**src/rtl/isa_pkg.sv**
```systemverilog
// ============================================================================
// Module      : isa_pkg
// Description : MIPS-subset opcode/funct encodings, ALU and PC-select codes,
//               decode/execute control bundle. Shared by fetch, decode, execute.
// Revision    : 1.0 - initial release
// ============================================================================
`default_nettype none

package isa_pkg;

   localparam logic [31:0] TRAP_VECTOR = 32'h0000_0040;

   localparam logic [5:0] c_op_rtype = 6'h00;
   localparam logic [5:0] c_op_j     = 6'h02;
   localparam logic [5:0] c_op_jal   = 6'h03;
   localparam logic [5:0] c_op_beq   = 6'h04;
   localparam logic [5:0] c_op_bne   = 6'h05;
   localparam logic [5:0] c_op_addi  = 6'h08;
   localparam logic [5:0] c_op_lw    = 6'h23;
   localparam logic [5:0] c_op_sw    = 6'h2B;

   localparam logic [5:0] c_fn_jr    = 6'h08;
   localparam logic [5:0] c_fn_add   = 6'h20;
   localparam logic [5:0] c_fn_sub   = 6'h22;
   localparam logic [5:0] c_fn_and   = 6'h24;
   localparam logic [5:0] c_fn_or    = 6'h25;
   localparam logic [5:0] c_fn_slt   = 6'h2A;

   localparam logic [2:0] c_alu_add  = 3'b000;
   localparam logic [2:0] c_alu_sub  = 3'b001;
   localparam logic [2:0] c_alu_and  = 3'b010;
   localparam logic [2:0] c_alu_or   = 3'b011;
   localparam logic [2:0] c_alu_slt  = 3'b100;

   localparam logic [4:0] c_link_reg = 5'd31;

   typedef enum logic [1:0] {
      PC_BRANCH = 2'b00,
      PC_JR     = 2'b01,
      PC_JUMP   = 2'b10,
      PC_TRAP   = 2'b11
   } pctype_e;

   typedef struct packed {
      logic       regwrite;
      logic       memread;
      logic       memwrite;
      logic       link;
      logic       alusrc;
      logic [2:0] aluop;
      logic [4:0] regdest;
   } idex_ctrl_t;

   function automatic logic [31:0] sign_ext16(input logic [15:0] imm);
      return {{16{imm[15]}}, imm};
   endfunction

endpackage

`default_nettype wire

```
**src/rtl/regfile.sv**
```systemverilog
// ============================================================================
// Module      : regfile
// Description : 32x32 register file, two combinational read ports with
//               write-through bypass, one synchronous write port, r0 fixed 0.
// Revision    : 1.0 - initial release
// ============================================================================
`default_nettype none

module regfile (
   input  logic        clock,
   input  logic        reset,
   input  logic [4:0]  i_rs_addr,
   input  logic [4:0]  i_rt_addr,
   output logic [31:0] o_rs_data,
   output logic [31:0] o_rt_data,
   input  logic        i_wr_en,
   input  logic [4:0]  i_wr_addr,
   input  logic [31:0] i_wr_data
);

   logic [31:0] r_mem [32];
   logic [4:0]  w_rd_addr [2];
   logic [31:0] w_rd_data [2];

   assign w_rd_addr[0] = i_rs_addr;
   assign w_rd_addr[1] = i_rt_addr;
   assign o_rs_data    = w_rd_data[0];
   assign o_rt_data    = w_rd_data[1];

   // A write landing this cycle is visible to a read of the same register.
   for (genvar p = 0; p < 2; p++) begin : g_rd_port
      assign w_rd_data[p] = (w_rd_addr[p] == 5'd0)                   ? 32'h0 :
                            (i_wr_en && i_wr_addr == w_rd_addr[p])   ? i_wr_data :
                                                                       r_mem[w_rd_addr[p]];
   end

   always_ff @(posedge clock) begin
      if (reset) begin
         for (int i = 0; i < 32; i++) r_mem[i] <= 32'h0;
      end else if (i_wr_en && i_wr_addr != 5'd0) begin
         r_mem[i_wr_addr] <= i_wr_data;
      end
   end

endmodule

`default_nettype wire

```
**src/rtl/decode.sv**
```systemverilog
// ============================================================================
// Module      : decode
// Description : Pipeline decode stage: register read, same-cycle branch/jump/
//               trap redirect to fetch, decode/execute register and EPC.
// Revision    : 1.0 - initial release
// ============================================================================
`default_nettype none

module decode import isa_pkg::*; #(
   parameter logic [31:0] TRAP_VECTOR = 32'h0000_0040
) (
   input  logic        clock,
   input  logic        reset,
   input  logic [31:0] if_id_instruc,
   input  logic [31:0] if_id_nextpc,
   input  logic        ex_if_stall,
   input  logic        wb_id_regwrite,
   input  logic [4:0]  wb_id_regdest,
   input  logic [31:0] wb_id_writedata,
   output logic        id_if_selpcsource,
   output logic [1:0]  id_if_selpctype,
   output logic [31:0] id_if_pcimd2ext,
   output logic [31:0] id_if_rega,
   output logic [31:0] id_if_pcindex,
   output logic [31:0] id_ex_rega,
   output logic [31:0] id_ex_regb,
   output logic [31:0] id_ex_imedext,
   output logic [4:0]  id_ex_regdest,
   output logic [2:0]  id_ex_aluop,
   output logic        id_ex_alusrc,
   output logic        id_ex_memread,
   output logic        id_ex_memwrite,
   output logic        id_ex_regwrite,
   output logic        id_ex_link,
   output logic [31:0] id_ex_nextpc,
   output logic [31:0] id_epc
);

   // Fetch hard-codes its own trap target; a mismatch would silently misroute traps.
   if (TRAP_VECTOR != isa_pkg::TRAP_VECTOR) begin : g_trap_vector_check
      $error("decode TRAP_VECTOR differs from isa_pkg::TRAP_VECTOR");
   end

   logic [5:0]  w_opcode, w_funct;
   logic [4:0]  w_rs, w_rt, w_rd;
   logic [31:0] w_immext, w_rs_data, w_rt_data;
   logic        w_illegal, w_is_jr, w_is_jump, w_take;
   idex_ctrl_t  w_ctrl;
   pctype_e     w_pctype;

   idex_ctrl_t  r_ctrl;
   logic [31:0] r_rega, r_regb, r_imedext, r_nextpc, r_epc;

   assign w_opcode = if_id_instruc[31:26];
   assign w_rs     = if_id_instruc[25:21];
   assign w_rt     = if_id_instruc[20:16];
   assign w_rd     = if_id_instruc[15:11];
   assign w_funct  = if_id_instruc[5:0];
   assign w_immext = sign_ext16(if_id_instruc[15:0]);

   regfile u_regfile (
      .clock     (clock),
      .reset     (reset),
      .i_rs_addr (w_rs),
      .i_rt_addr (w_rt),
      .o_rs_data (w_rs_data),
      .o_rt_data (w_rt_data),
      .i_wr_en   (wb_id_regwrite),
      .i_wr_addr (wb_id_regdest),
      .i_wr_data (wb_id_writedata)
   );

   always_comb begin
      w_ctrl    = '0;
      w_illegal = 1'b0;
      w_is_jr   = 1'b0;
      w_is_jump = 1'b0;
      w_take    = 1'b0;
      case (w_opcode)
         c_op_rtype: begin
            // The all-zero word is the NOP and must not trap on funct 0.
            if (if_id_instruc != 32'h0) begin
               w_ctrl.regwrite = 1'b1;
               w_ctrl.regdest  = w_rd;
               case (w_funct)
                  c_fn_add: w_ctrl.aluop = c_alu_add;
                  c_fn_sub: w_ctrl.aluop = c_alu_sub;
                  c_fn_and: w_ctrl.aluop = c_alu_and;
                  c_fn_or:  w_ctrl.aluop = c_alu_or;
                  c_fn_slt: w_ctrl.aluop = c_alu_slt;
                  c_fn_jr: begin
                     w_ctrl  = '0;
                     w_is_jr = 1'b1;
                  end
                  default: begin
                     w_ctrl    = '0;
                     w_illegal = 1'b1;
                  end
               endcase
            end
         end
         c_op_addi: begin
            w_ctrl.regwrite = 1'b1;
            w_ctrl.alusrc   = 1'b1;
            w_ctrl.regdest  = w_rt;
         end
         c_op_lw: begin
            w_ctrl.regwrite = 1'b1;
            w_ctrl.memread  = 1'b1;
            w_ctrl.alusrc   = 1'b1;
            w_ctrl.regdest  = w_rt;
         end
         c_op_sw: begin
            w_ctrl.memwrite = 1'b1;
            w_ctrl.alusrc   = 1'b1;
         end
         c_op_beq: w_take = (w_rs_data == w_rt_data);
         c_op_bne: w_take = (w_rs_data != w_rt_data);
         c_op_j:   w_is_jump = 1'b1;
         c_op_jal: begin
            w_is_jump       = 1'b1;
            w_ctrl.regwrite = 1'b1;
            w_ctrl.link     = 1'b1;
            w_ctrl.regdest  = c_link_reg;
         end
         default: w_illegal = 1'b1;
      endcase
   end

   always_comb begin
      if (w_illegal)      w_pctype = PC_TRAP;
      else if (w_is_jr)   w_pctype = PC_JR;
      else if (w_is_jump) w_pctype = PC_JUMP;
      else                w_pctype = PC_BRANCH;
   end

   assign id_if_selpcsource = (w_take | w_is_jr | w_is_jump | w_illegal) & ~reset & ~ex_if_stall;
   assign id_if_selpctype   = w_pctype;
   assign id_if_pcimd2ext   = if_id_nextpc + {w_immext[29:0], 2'b00};
   assign id_if_rega        = w_rs_data;
   assign id_if_pcindex     = {if_id_nextpc[31:28], if_id_instruc[25:0], 2'b00};

   always_ff @(posedge clock) begin
      if (reset) begin
         r_ctrl    <= '0;
         r_rega    <= 32'h0;
         r_regb    <= 32'h0;
         r_imedext <= 32'h0;
         r_nextpc  <= 32'h0;
         r_epc     <= 32'h0;
      end else if (!ex_if_stall) begin
         r_ctrl    <= w_illegal ? '0 : w_ctrl;
         r_rega    <= w_rs_data;
         r_regb    <= w_rt_data;
         r_imedext <= w_immext;
         r_nextpc  <= if_id_nextpc;
         if (w_illegal) r_epc <= if_id_nextpc - 32'd4;
      end
   end

   assign id_ex_rega     = r_rega;
   assign id_ex_regb     = r_regb;
   assign id_ex_imedext  = r_imedext;
   assign id_ex_regdest  = r_ctrl.regdest;
   assign id_ex_aluop    = r_ctrl.aluop;
   assign id_ex_alusrc   = r_ctrl.alusrc;
   assign id_ex_memread  = r_ctrl.memread;
   assign id_ex_memwrite = r_ctrl.memwrite;
   assign id_ex_regwrite = r_ctrl.regwrite;
   assign id_ex_link     = r_ctrl.link;
   assign id_ex_nextpc   = r_nextpc;
   assign id_epc         = r_epc;

endmodule

`default_nettype wire
```
**config.mk**
```make
export PLATFORM = sky130hd
export DESIGN_NAME = decode
export DESIGN_NICKNAME = d
export VERILOG_FILES = /design/src/rtl/isa_pkg.sv /design/src/rtl/regfile.sv /design/src/rtl/decode.sv
export SDC_FILE = /design/constraint.sdc
export NUM_CORES = 2
export LEC_CHECK = 0
export ABC_CLOCK_PERIOD_IN_PS = 5920
export BUFFER_PORTS_ARGS = -buffer_cell sky130_fd_sc_hd__buf_2
export CELL_PAD_IN_SITES_DETAIL_PLACEMENT = 0
export CELL_PAD_IN_SITES_GLOBAL_PLACEMENT = 1
export CORE_MARGIN = 10
export CORE_UTILIZATION = 56
export CTS_CLUSTER_DIAMETER = 60
export DETAILED_ROUTE_END_ITERATION = 10
export PLACE_DENSITY = 0.94
export SYNTH_ARGS = -nofsm -noshare
export SYNTH_HDL_FRONTEND = slang
export SYNTH_SLANG_ARGS = --single-unit
export TNS_END_PERCENT = 100
```
**constraint.sdc**
```tcl
create_clock -name clock -period 5.92 [get_ports clock]
set_input_delay 0.592 -clock clock [delete_from_list [all_inputs] [get_ports clock]]
set_output_delay 0.592 -clock clock [all_outputs]
set_load 0.05 [all_outputs]
```
==> results_dict.tcl <==
set metrics [dict create \
    synthArstFlopShare_pct 0 \
    syn_area_sq_um 63620 \
    ir_drop_mv 0.2936 \
    cts_tree "yes" \
    hp-class "in -> reg" \
    die_area_sq_um 127500 \
    cp-start-kind "input pin" \
    cts_hold_buf 0 \
    cts-root-buf "clkbuf_16" \
    rsz0062_at_grt "false" \
    synth_top_family_by_area "multiplexers" \
    min_period_ps 5889 \
    cp_slowest_cell "mux4_2" \
    intPower_mw 15.15 \
    switching_power_mw 6.280 \
    multiInputGateArea_sq_um 27360 \
    n_fill_cell 8058 \
    critPathKind "in -> out" \
    grt_pass1_vias 45798 \
    wirelength_mm 242.4 \
    status "finished, final reports clean" \
    max_cap_violations 0 \
    synth-simple-area-share_pct 14.37 \
    grt_pass1_wl_mm 336.1 \
    use_met2_pct 51.61 \
    ant_nets 0 \
    routedWlPerCell_microns 36.99 \
    chipWidth_microns 357.0 \
    grt_usage_pct 36.94 \
    end_kind "output port" \
    path_cells "buf_8, buf_12, buf_12, buf_4, buf_4, mux4_2, nand2b_1, a41oi_1, a21oi_1, xor2_1, nand2_1, nor4_1, buf_4, nand4_1, xnor2_1, o41ai_2, buf_2" \
    final_cell_area_sq_um 71440 \
    placeableCoreArea_sq_um 112700 \
    worst_pin_slew_ps 1359 \
    seqCellArea_sq_um 33890 \
    num_vias 47543 \
    dp_cells 6307 \
    num_rows 123 \
    fin_hold_ws_ps 132.9 \
    htreeDepth 3 \
    grt_busiest_layer "met2" \
    synth_area_per_cell_sq_um 13.71 \
    finish.utilization_pct 63.42 \
    synthMuxAreaShare_pct 20.87 \
    worstSkewPairLatency_ps 750 \
    postPlaceCellArea_sq_um 67430 \
    leakage_nw 26.16 \
    dp_hpwl_mm 157.0 \
    first_iter_violations 9478 \
    setup_tns_ps 0 \
    synth_edf_count 1024 \
    die_height_microns 357.0 \
    synthCells 4640 \
    initial_utilization_pct 56.47 \
    overflow 0 \
    drv_slew 0 \
    p_sw_share_pct 29.30 \
    grt_use_met1_pct 45.19 \
    drc 0 \
    synthFlopType "edfxtp_1" \
    port_buffers 374 \
    layout.nets 5066 \
    crit_family "buffers and inverters" \
    synth_common_cells "edfxtp_1, and2_1, mux4_2, clkbuf_1, nor2_1" \
    cts.clk_slew.worst_paths_ps 60 \
    cts.path.max_buffers 3 \
    synth.largest_area_cell "edfxtp_1" \
    synth_cell_types 87 \
    ios 377 \
    ys_warn_count 0 \
    grtUsageMet3_pct 19.39 \
    synth_xor_area_share_pct 1.239 \
    ys_seq_area_share_pct 53.28 \
    crit_path_frequent_cell "buf_4" \
    clkSinkCount 1181 \
    synthTopCellsByArea "edfxtp_1, mux4_2, and2_1" \
    area_delta_synth_final_pct 12.30 \
    clock_skew_ps 34.48 \
    ff2ff_setup_slack_ps 2880 \
    grt_max_degree 154 \
    maxSlewHeadroom_pct 9.375 \
    p_per_area_nw_per_um2 300.0 \
    setup_viol 0 \
    ys_ff_latch 1181 \
    drive_gt1_share_pct 28.12 \
    hold_violations 0 \
    yosysMostFrequentCell "edfxtp_1" \
    path_max_fanout 27 \
    clock.fmax_ghz 0.1698 \
    slowest_delay_ps 630 \
    final_cells 6554 \
    gp_congestion 1.002 \
    synth_top_area_share_pct 48.34 \
    final.period_utilization_pct 99.48 \
    numCtsBuffers 121 \
    synth_compound_area_share_pct 5.507 \
    cp.required_ps 5330 \
    crit_arrival_ps 5300 \
    antenna_found_initial 28 \
    combPwrFrac_pct 18.1 \
    critPathBufInv 7 \
    pwr-share-clk_pct 36.2 \
    dr.pass1.iters 7 \
    seqPwrFrac_pct 45.7 \
    via_per_inst 7.254 \
    yosys.area_share.adder_pct 0.6215 \
]
-- power groups by stage --
stage	logic, mW	registers (mW)	clock network, mW
6_report	3.89	9.79	7.75
5_1_grt	3.94	9.82	8.01
4_1_cts	3.72	9.77	7.70
3_5_place_dp	3.71	9.94	0
3_3_place_gp	3.68	9.89	0
2_1_floorplan	2.16	10.1	0
-- worst reg2reg max path, cell delays in order, from the launching register on --
cell      delay, ps
edfxtp_1        420
mux4_2          500
mux2i_1         590
o22ai_1         150
nor4_1          500
or3_1           320
buf_4           170
nor2_1           40
a21oi_1         150
nor2_1           60
-- stage by stage --
| stage | total power [mW] | setup slack, ps |
|---|---|---|
| 2_1_floorplan | 12.25 | 456.2 |
| 3_5_place_dp | 13.65 | 362.5 |
| 6_report | 21.43 | 30.89 |
| 4_1_cts | 21.19 | 348.9 |
| 5_1_grt | 21.77 | 15.54 |
| 3_3_place_gp | 13.57 | 374.7 |
-- cells in the final DEF (no fill, tap or decap), drive strengths merged, types with 14 or more instances in the layout --
master / n
a22o: 21
o211ai: 14
clkbuf: 160
xnor2: 61
dfxtp: 157
o22ai: 51
diode: 19
ha: 30
nand2b: 20
a21o: 16
xor2: 29
buf: 626
clkinv: 50
conb: 34
nor2: 247
a22oi: 73
nor3: 102
mux4: 492
mux2: 20
and2: 943
nor4: 23
inv: 33
mux2i: 197
or2: 40
nand4: 17
o21ai: 55
nor2b: 29
a21oi: 96
nand2: 98
edfxtp: 1024
a211oi: 52
nand3: 30
-- cell families after synthesis --
kind of cell,after synthesis
AO/OA/AOI/OAI,497
AND/OR/NAND/NOR,1611
XOR/XNOR,90
multiplexers,709
flip-flops,1181
other,1
buffers and inverters,520
adder cells (fa/ha/maj),31
-- per-layer routing --
layer  wire, microns  share of wire [%]  vias up
met5              80              0.033        -
li1                -                  -    18173
met3           48680                 20     1173
met2          100200                 41     5292
met4           17840                7.4        8
met1           75650                 31    22897
-- final cells by class --
cell class	count	area share, %
antenna	19	0.06655
sequential	1181	47.44
clock buffer	160	4.678
multi-input combinational	2972	38.29
inverter	28	0.1471
tap	1500	2.627
timing repair buffer	626	5.878
clock inverter	68	0.8722
-- flip-flops by register name, summed over array words and instances (netlist names) --
signal and cells:
u_regfile.r_mem 1024, id_epc 32, id_ex_nextpc 32, id_ex_rega 32, id_ex_regb 32, id_ex_imedext 16, id_ex_regdest 5, id_ex_aluop 3
id_ex_alusrc 1, id_ex_link 1, id_ex_memread 1, id_ex_memwrite 1, id_ex_regwrite 1
-- what timing repair did --
action	CTS	global route
endpoints found under the setup margin	0	1
buffers inserted	0	0
gates resized for setup	0	1
endpoints found under the hold margin	0	0
-- final timing paths --
check / startpoint / endpoint / cells past startpoint
max: if_id_instruc[21] / id_if_selpcsource / 17
min: if_id_instruc[29] / id_ex_memread$_SDFFE_PP0N_ / 2
max reg2reg: u_regfile.r_mem[11][12]$_SDFFCE_PN0P_ / id_ex_rega[12]$_SDFFE_PP0N_ / 9
min reg2reg: id_ex_memread$_SDFFE_PP0N_ / id_ex_memread$_SDFFE_PP0N_ / 2
Power figures use the tool's default switching activity.
